[src/rtl/fp_addsub_arbiter.sv]
// -----------------------------------------------------------------------------
// fp_addsub_arbiter
// Shares one fixed-latency FpCustomAddSub core between ReqNum requesters.
// A round-robin arbiter picks at most one eligible request per cycle, the
// operands are registered into the core together with a new-data strobe, and
// a tag pipeline that mirrors the core latency carries the requester index so
// that each result is routed back to the requester that issued it.
//
// Ports:
//   Clk_i, Rst_i        clock, synchronous active-high reset
//   ReqA_i, ReqB_i      per-requester operands, slice i = [i*InOutWidth +: InOutWidth]
//   ReqAddSub_i         per-requester op select (0 = add, 1 = sub)
//   ReqValid_i          per-requester request pending
//   ReqReady_o          one-hot combinational grant
//   CoreA_o, CoreB_o,
//   CoreAddSub_o,
//   CoreNd_o            registered operands/strobe into the shared core
//   CoreResult_i,
//   CoreResultValid_i   core result and its valid
//   RspResult_o         registered result, shared by all requesters
//   RspValid_o          registered one-hot owner of RspResult_o (1-cycle pulse)
//   Busy_o              any operation in flight
//   Error_o             sticky core-valid / tag-valid disagreement
// -----------------------------------------------------------------------------
module fp_addsub_arbiter #(
    parameter int ManWidth       = 16,
    parameter int ExpWidth       = 6,
    parameter int ReqNum         = 4,
    parameter int Latency        = 5,
    parameter int MaxOutstanding = 3
) (
    input  logic                               Clk_i,
    input  logic                               Rst_i,
    input  logic [ReqNum*(1+ExpWidth+ManWidth)-1:0] ReqA_i,
    input  logic [ReqNum*(1+ExpWidth+ManWidth)-1:0] ReqB_i,
    input  logic [ReqNum-1:0]                  ReqAddSub_i,
    input  logic [ReqNum-1:0]                  ReqValid_i,
    output logic [ReqNum-1:0]                  ReqReady_o,
    output logic [ExpWidth+ManWidth:0]         CoreA_o,
    output logic [ExpWidth+ManWidth:0]         CoreB_o,
    output logic                               CoreAddSub_o,
    output logic                               CoreNd_o,
    input  logic [ExpWidth+ManWidth:0]         CoreResult_i,
    input  logic                               CoreResultValid_i,
    output logic [ExpWidth+ManWidth:0]         RspResult_o,
    output logic [ReqNum-1:0]                  RspValid_o,
    output logic                               Busy_o,
    output logic                               Error_o
);

    localparam int InOutWidth = 1 + ExpWidth + ManWidth;
    localparam int TagWidth   = (ReqNum > 2) ? $clog2(ReqNum) : 1;
    localparam int CntWidth   = $clog2(MaxOutstanding + 1);
    localparam int BlankWidth = $clog2(Latency + 1);

    // Issue stage registers (the new-data stage carries its own tag so the
    // tag pipeline below lines up with the core's internal pipeline).
    logic [InOutWidth-1:0] core_a_q, core_a_d;
    logic [InOutWidth-1:0] core_b_q, core_b_d;
    logic                  core_op_q, core_op_d;
    logic                  nd_q, nd_d;
    logic [TagWidth-1:0]   nd_tag_q, nd_tag_d;

    // Tag pipeline: entry Latency is aligned with CoreResultValid_i.
    logic [Latency:0]      tag_vld_q;
    logic [TagWidth-1:0]   tag_idx_q [Latency+1];

    logic [TagWidth-1:0]   ptr_q, ptr_d;
    logic [CntWidth-1:0]   cnt_q [ReqNum];
    logic [CntWidth-1:0]   cnt_d [ReqNum];
    logic [BlankWidth-1:0] blank_q, blank_d;
    logic [InOutWidth-1:0] rsp_result_q, rsp_result_d;
    logic [ReqNum-1:0]     rsp_valid_q, rsp_valid_d;
    logic                  err_q, err_d;

    logic [ReqNum-1:0]     elig_s;
    logic                  grant_vld_s;
    logic [TagWidth-1:0]   grant_idx_s;
    logic                  ret_vld_s;
    logic [TagWidth-1:0]   ret_idx_s;

    assign ret_vld_s = tag_vld_q[Latency];
    assign ret_idx_s = tag_idx_q[Latency];

    // Round-robin search starting at the pointer; no grant while in reset.
    always_comb begin
        elig_s      = '0;
        grant_vld_s = 1'b0;
        grant_idx_s = '0;
        for (int i = 0; i < ReqNum; i++) begin
            if (ReqValid_i[i] && (cnt_q[i] < CntWidth'(MaxOutstanding))) begin
                elig_s[i] = 1'b1;
            end else begin
                elig_s[i] = 1'b0;
            end
        end
        for (int k = 0; k < ReqNum; k++) begin
            int idx;
            idx = int'(ptr_q) + k;
            if (idx >= ReqNum) begin
                idx = idx - ReqNum;
            end else begin
                idx = idx;
            end
            if (!grant_vld_s && elig_s[idx]) begin
                grant_vld_s = 1'b1;
                grant_idx_s = TagWidth'(idx);
            end else begin
                grant_vld_s = grant_vld_s;
            end
        end
        if (Rst_i) begin
            grant_vld_s = 1'b0;
        end else begin
            grant_vld_s = grant_vld_s;
        end
        if (grant_vld_s) begin
            ReqReady_o = ReqNum'(1) << grant_idx_s;
        end else begin
            ReqReady_o = '0;
        end
    end

    // Next-state for issue registers, pointer, counters, response and error.
    always_comb begin
        core_a_d     = core_a_q;
        core_b_d     = core_b_q;
        core_op_d    = core_op_q;
        nd_d         = grant_vld_s;
        nd_tag_d     = grant_idx_s;
        ptr_d        = ptr_q;
        rsp_result_d = rsp_result_q;
        rsp_valid_d  = '0;
        if (grant_vld_s) begin
            core_a_d  = ReqA_i[grant_idx_s*InOutWidth +: InOutWidth];
            core_b_d  = ReqB_i[grant_idx_s*InOutWidth +: InOutWidth];
            core_op_d = ReqAddSub_i[grant_idx_s];
            if (grant_idx_s == TagWidth'(ReqNum - 1)) begin
                ptr_d = '0;
            end else begin
                ptr_d = grant_idx_s + TagWidth'(1);
            end
        end else begin
            ptr_d = ptr_q;
        end
        // Routing relies on the tag pipeline only; the core's valid is unreset.
        if (ret_vld_s) begin
            rsp_result_d = CoreResult_i;
            rsp_valid_d  = ReqNum'(1) << ret_idx_s;
        end else begin
            rsp_valid_d  = '0;
        end
        // The decrement is taken on the edge that raises RspValid_o, so the
        // requester can be re-granted while its response pulse is visible.
        for (int i = 0; i < ReqNum; i++) begin
            case ({grant_vld_s && (grant_idx_s == TagWidth'(i)),
                   ret_vld_s && (ret_idx_s == TagWidth'(i))})
                2'b10:   cnt_d[i] = cnt_q[i] + CntWidth'(1);
                2'b01:   cnt_d[i] = cnt_q[i] - CntWidth'(1);
                default: cnt_d[i] = cnt_q[i];
            endcase
        end
        if (blank_q != BlankWidth'(0)) begin
            blank_d = blank_q - BlankWidth'(1);
            err_d   = err_q;
        end else begin
            blank_d = blank_q;
            err_d   = err_q | (ret_vld_s != CoreResultValid_i);
        end
    end

    // State registers with synchronous reset.
    always_ff @(posedge Clk_i) begin
        if (Rst_i) begin
            core_a_q     <= '0;
            core_b_q     <= '0;
            core_op_q    <= 1'b0;
            nd_q         <= 1'b0;
            nd_tag_q     <= '0;
            tag_vld_q    <= '0;
            ptr_q        <= '0;
            blank_q      <= BlankWidth'(Latency);
            rsp_result_q <= '0;
            rsp_valid_q  <= '0;
            err_q        <= 1'b0;
            for (int k = 0; k <= Latency; k++) begin
                tag_idx_q[k] <= '0;
            end
            for (int i = 0; i < ReqNum; i++) begin
                cnt_q[i] <= '0;
            end
        end else begin
            core_a_q     <= core_a_d;
            core_b_q     <= core_b_d;
            core_op_q    <= core_op_d;
            nd_q         <= nd_d;
            nd_tag_q     <= nd_tag_d;
            tag_vld_q    <= {tag_vld_q[Latency-1:0], nd_q};
            ptr_q        <= ptr_d;
            blank_q      <= blank_d;
            rsp_result_q <= rsp_result_d;
            rsp_valid_q  <= rsp_valid_d;
            err_q        <= err_d;
            tag_idx_q[0] <= nd_tag_q;
            for (int k = 1; k <= Latency; k++) begin
                tag_idx_q[k] <= tag_idx_q[k-1];
            end
            for (int i = 0; i < ReqNum; i++) begin
                cnt_q[i] <= cnt_d[i];
            end
        end
    end

    assign CoreA_o      = core_a_q;
    assign CoreB_o      = core_b_q;
    assign CoreAddSub_o = core_op_q;
    assign CoreNd_o     = nd_q;
    assign RspResult_o  = rsp_result_q;
    assign RspValid_o   = rsp_valid_q;
    assign Error_o      = err_q;
    assign Busy_o       = (|tag_vld_q) | nd_q | (|rsp_valid_q);

endmodule
[config.mk]
export PLATFORM = sky130hd
export DESIGN_NAME = fp_addsub_arbiter
export DESIGN_NICKNAME = d
export VERILOG_FILES = /design/src/rtl/fp_addsub_arbiter.sv
export SDC_FILE = /design/constraint.sdc
export NUM_CORES = 1
export LEC_CHECK = 0
export ABC_AREA = 1
export CAP_MARGIN = 20
export CORE_MARGIN = 5
export CORE_UTILIZATION = 44
export CTS_BUF_LIST = sky130_fd_sc_hd__clkbuf_16
export CTS_CLUSTER_SIZE = 25
export DETAILED_ROUTE_END_ITERATION = 10
export PLACE_DENSITY_LB_ADDON = 0.08
export SLEW_MARGIN = 5
export SYNTH_ARGS = -nofsm -noshare
export SYNTH_HDL_FRONTEND = slang
export SYNTH_SLANG_ARGS = --single-unit
[constraint.sdc]
create_clock -name Clk_i -period 6.3 [get_ports Clk_i]
set_input_delay 0.945 -clock Clk_i [delete_from_list [all_inputs] [get_ports Clk_i]]
set_output_delay 0.945 -clock Clk_i [all_outputs]
set_load 0.01 [all_outputs]
**After elaboration in Yosys (flattened, before gate mapping)**

Memory sizes are Yosys's and may differ from the RTL's.
Cells that the tools add are included.

- Memories: 2
- Latch bits: 0
- Memory bits (writable): 20
- Logic and storage cells: 151
- Output and inout port bits: 81
- Bits in read-only memories: 0
- Input bits: 218
- Register bits: 89

- Eq/ne operators: 15
- Bitwise gates (word level): 14
- Div/mod/pow operators: 0
- Order comparisons: 13
- Add/sub/neg operators: 17
- Mux-type cells: 50
- Multipliers: 1
- Shift operators: 4
- Reductions and logical operators: 24

Memories:

| name | depth | bits a word | rd ports | clocked after memory_dff | write ports | RTL line | text |
|---|---|---|---|---|---|---|---|
| tag_idx_q | 6 | 2 | 6 | 0 | 6 | 66 | `logic [TagWidth-1:0] tag_idx_q [Latency+1];` |
| cnt_q | 4 | 2 | 4 | 0 | 4 | 69 | `logic [CntWidth-1:0] cnt_q [ReqNum];` |

Operators by type and width:

| kind | count |
|---|---|
| 92-bit by 8-bit indexed part select with 23-bit output | 2 |
| 32-bit by 4-bit less-than comparator with 1-bit output (second input constant) | 4 |
| 32-bit 2-to-1 mux | 4 |
| 2-bit 2-to-1 mux | 15 |
| 1-bit 2-to-1 mux | 21 |
| 2-bit equality test (second input constant) | 8 |
| 2-bit case mux with 2 select lines | 4 |
| 1-bit logical AND | 15 |
| 1-bit bitwise OR | 13 |
| 2-bit by 1-bit equality test with 1-bit output (second input constant) | 6 |
| 3-bit by 3-bit subtractor with 4-bit output (second input constant) | 3 |
| 2-bit by 1-bit adder with 2-bit output (second input constant) | 5 |
| 1-bit binary-select mux with 2-bit select | 5 |
| 3-bit >= comparator (second input constant) | 3 |
| 2-bit less-than comparator (second input constant) | 4 |
| 1-bit by 2-bit << shifter with 4-bit output (first input constant) | 2 |
| 2-bit by 1-bit subtractor with 2-bit output (second input constant) | 4 |
| 2-bit by 5-bit multiplier with 7-bit output (second input constant) | 1 |
| 2-bit by 2-bit adder with 3-bit output (second input constant) | 2 |
| 6-bit OR reduction | 1 |
| 2-bit logical NOT | 2 |
| 4-bit 2-to-1 mux | 1 |
| 4-bit OR reduction | 1 |
| 2-bit by 3-bit subtractor with 4-bit output (second input constant) | 1 |
| other kinds (9) | 11 |

**Depth between registers and ports, before layout**

- Word-level depth: 21
- Depth in mapped cells: 20
- Depth with buffers taken out: 18

**Worst setup path after synthesis**

Ideal clock, no wire load.

- Path type: input to output
- Start point: input port ReqValid_i[3]
- End point: output port ReqReady_o[0]
- Arrival: 2.067 ns
- Stages: 11
- Setup slack: 3.288 ns
- Data required time: 5.355 ns
- Buffers on the path: 1
- Cells stage by stage: nand3_1 > nand3_1 > nand2_2 > nand2_1 > nor2_1 > nand3_1 > nand2_1 > inv_2 > buf_2 > nand2_1 > nor2_1

- Longest elaborated chain between the ends: 17
- Elaborated cells between the ends (all ways): 31
- Classes of those cells: shift: 1; mux: 23; reduce/logical: 7

RTL lines:

| element | RTL line | text |
|---|---|---|
| from (decl) | 37 | `input logic [ReqNum-1:0] ReqValid_i,` |
| 1-bit logical AND (*) | 91 | `if (ReqValid_i[i] && (cnt_q[i] < CntWidth'(MaxOutstanding))) begin` |
| 1-bit 2-to-1 mux (*) | 91 |  |
| 1-bit binary-select mux with 2-bit select | 105 | `if (!grant_vld_s && elig_s[idx]) begin` |
| 1-bit 2-to-1 mux (implied by the code) (2 in a row) | 105 |  |
| 1-bit 2-to-1 mux | 105 |  |
| 1-bit logical NOT | 105 |  |
| 1-bit logical AND | 105 |  |
| 1-bit 2-to-1 mux | 105 |  |
| 1-bit logical NOT | 105 |  |
| 1-bit logical AND | 105 |  |
| 1-bit 2-to-1 mux | 105 |  |
| 1-bit logical NOT | 105 |  |
| 1-bit logical AND | 105 |  |
| 2-bit 2-to-1 mux or 1-bit 2-to-1 mux (tied branches) | 105 |  |
| 1-bit by 2-bit << shifter with 4-bit output or 1-bit 2-to-1 mux (tied branches) | 118, 112 |  |
| 4-bit 2-to-1 mux (*) | 117 | `if (grant_vld_s) begin` |
| to (decl) | 38 | `output logic [ReqNum-1:0] ReqReady_o,` |

Mark *: on every way between the ends. The rest lies on a longest branch, timed or not. The select of a mux whose other input is x is not followed.

**Worst setup path after layout**

- Start point: input port ReqValid_i[2]
- End point: output port ReqReady_o[2]

The elaborated chain is that of the path after synthesis.

==> impl_metrics.yaml <==
setup_path:
  worstSetupPathType: "in2out"
  crit_required_ns: 5.35
  critPathMaxFanout: 49
  end_kind: "output port"
  crit_path_cell_trace: "clkdlybuf4s50_1, nand3_1, nand2_1, nand2_1, nand2_1, nand4_4, nor2_2, nor2_4, inv_2, buf_4, nand3_1, inv_1, clkdlybuf4s50_1"
  max_stage_delay_ns: 0.53
  crit_slowest_cell: "clkdlybuf4s50_1"
  crit_family: "buffers and inverters"
  start_kind: "input pin"
  arrival_ns: 3.57
  cp_common_cell: "nand2_1"
  crit_buf_inv: 5
timing:
  rsz0062_at_grt: "no"
  relSlewSlack_pct: 33.1
  hold_viol: 0
  finalSetupTns_ns: 0
  finalClockSkew_ns: 0.00478
  fmax_mhz: 221
  min_period_ns: 4.52
  tightest_slew_ns: 1.00
  drv_slew: 0
  fin_crit_sh_pct: 71.7
  setup_violations: 0
floorplanning:
  dieArea_um2: 16000
  row_count: 42
  boundaryPins: 299
  die_w_um: 127
  die_y_um: 127
  core_um2: 13300
  start_util_pct: 45.0
grt:
  antenna_found_initial: 0
  grt_pass1_wl_mm: 32.0
  grt_max_degree: 95
  grt_pass1_vias: 6291
  track_usage_pct: 24.7
  overflow: 0
yosys:
  syn_inst: 989
  synthAdderAreaFrac_pct: 1.26
  syn_nets: 1213
  synth.top_cell.area_share_pct: 36.5
  ys_seq_elements: 109
  syn_area_um2: 5980
  synthSimpleGateAreaFrac_pct: 49.8
  yosys.area_share.xor_xnor_pct: 0.732
  avgSynthCellArea_um2: 6.05
  synth.area.mux_share_pct: 0
  synth_area_leaders: "dfxtp_1 36%, nand2_1 32%, nand3_1 9.4%"
  yosysWarnings: 0
  synth_top_family_by_area: "simple AND/OR/NAND/NOR gates"
  synth-compound-area-share_pct: 3.43
  ys_types: 29
  ys_seq_area_share_pct: 36.5
  synth_area_leader_cell: "dfxtp_1"
layout:
  fin_nets: 1467
  layout_commonest_cell: "nand2_1"
  n_fill_cell: 1235
  drive_gt1_share_pct: 3.37
  final_cell_mix: "505 x nand2_1, 298 x clkdlybuf4s50_1, 112 x nand3_1, 109 x dfxtp_1, 84 x nor2_1"
  diodes: 0
  syn_to_final_growth_pct: 54.2
clock_tree:
  cts.clk_slew.worst_paths_ns: 0.07
  clock_latency_ns: 0.35
  cts_buffer_depth: 2
  post_cts_buffers: 0
  numClockSinks: 109
  hold_buffers: 0
  root_buffer: "clkbuf_16"
  cts_tree: "yes"
  cts_buffers: 9
  cts_resized: 0
  htreeDepth: 3
placed_design:
  hpwl_mm: 15.0
  portBuffers: 298
  gp_congestion: 0.839
worst_hold_path:
  hold_class: "reg2reg"
routing:
  post_drt_wl_per_cell_um: 14.5
  wirelength_mm: 20.7
  dr.pass1.iters: 4
  vias: 6811
  viasPerCell: 4.78
  antenna_left: 0
  route.detailed.drc: 0
  drtIter0Drc: 488
power:
  ir_worst_vdd_mv: 0.322
  power.density_nw_per_um2: 427
  p_leak_nw: 4.41
  power_mw: 3.94
status:
  outcome: "finished, final reports clean"
flow_run:
  maxCapViolCount: 0
[cell type report]
| cell class | instances | area [µm²] | share of cell area, % |
|---|---|---|---|
| inverters | 37 | 141 | 1.53 |
| flip-flops and latches | 109 | 2180 | 23.7 |
| well taps | 176 | 220 | 2.39 |
| clock inverters | 7 | 93.8 | 1.02 |
| clock buffers | 9 | 225 | 2.44 |
| repair buffers | 306 | 3040 | 33.0 |
| multi-input cells | 780 | 3320 | 36.0 |
[cell usage after synthesis (all sizes together)]
cell      n
buf      47
clkbuf   16
inv      37
o211ai    1
ha        6
a21oi     9
nand4     1
nor4      4
dfxtp   109
xnor2     1
nand3   115
o21ai    29
nor3      9
nor2     87
and3      4
xor2      4
nand2   510
[flip-flops by register name (all words and copies together) (netlist names)]
register / cells
cnt_q: 8
Error_o: 1
nd_tag_q: 2
CoreAddSub_o: 1
ptr_q: 2
RspResult_o: 23
RspValid_o: 4
blank_q: 3
CoreA_o: 23
CoreB_o: 23
tag_idx_q: 12
tag_vld_q: 6
CoreNd_o: 1
[worst paths after layout]
kind                               from                         end  slack (ns)  depth (start not counted)
max                       ReqValid_i[2]               ReqReady_o[2]        1.78                         13
min          tag_idx_q[0][0]$_SDFF_PP0_  tag_idx_q[0][2]$_SDFF_PP0_        0.40                          2
max reg2reg       ptr_q[0]$_SDFFE_PP0P_    cnt_q[2][1]$_SDFFE_PP0P_        3.27                         14
min reg2reg  tag_idx_q[0][0]$_SDFF_PP0_  tag_idx_q[0][2]$_SDFF_PP0_        0.40                          2
[power by group]
part	leakage, nW	total [mW]	internal (mW)	switching [mW]
registers	0.893	0.933	0.844	0.0891
logic	3.37	2.41	0.886	1.53
clock network	0.152	0.599	0.319	0.280
[stage by stage]
step	cells	setup WS (ns)	hold WS (ns)	cell area, µm²	utilization (%)
2_1_floorplan	989	3.29	0.388	5980	-
3_3_place_gp	1408	1.82	0.388	8910	67.0
3_5_place_dp	1408	1.79	0.393	8910	67.0
4_1_cts	1424	1.77	0.406	9230	69.4
5_1_grt	1424	1.60	0.410	9230	69.4
6_report	1424	1.78	0.404	9230	69.4
[worst reg2reg max path: cells and delay by family (launching register included)]
family | cells | cell delay [ns]
AO/OA/AOI/OAI | 1 | 0.17
adder cells (fa/ha/maj) | 1 | 0.38
buffers and inverters | 3 | 0.59
flip-flops | 1 | 0.61
AND/OR/NAND/NOR | 9 | 1.16
[cell families (layout without fill, tap and decap cells)]
group | after synthesis | in the layout
AOI/OAI and AO/OA | 39 | 39
xor gates and xnor gates | 5 | 5
adders and majority gates | 6 | 6
buffers and inverters | 100 | 359
DFF | 109 | 109
and+or+nand+nor | 730 | 730
[layer usage]
layer,wire (µm),up-vias,track usage (%)
met5,0,-,0
met4,534,0,8.33
met3,1910,30,8.32
met2,9870,229,41.0
met1,8350,2979,30.0
li1,-,3573,-
Note: power is estimated with default switching activity, not from simulation.
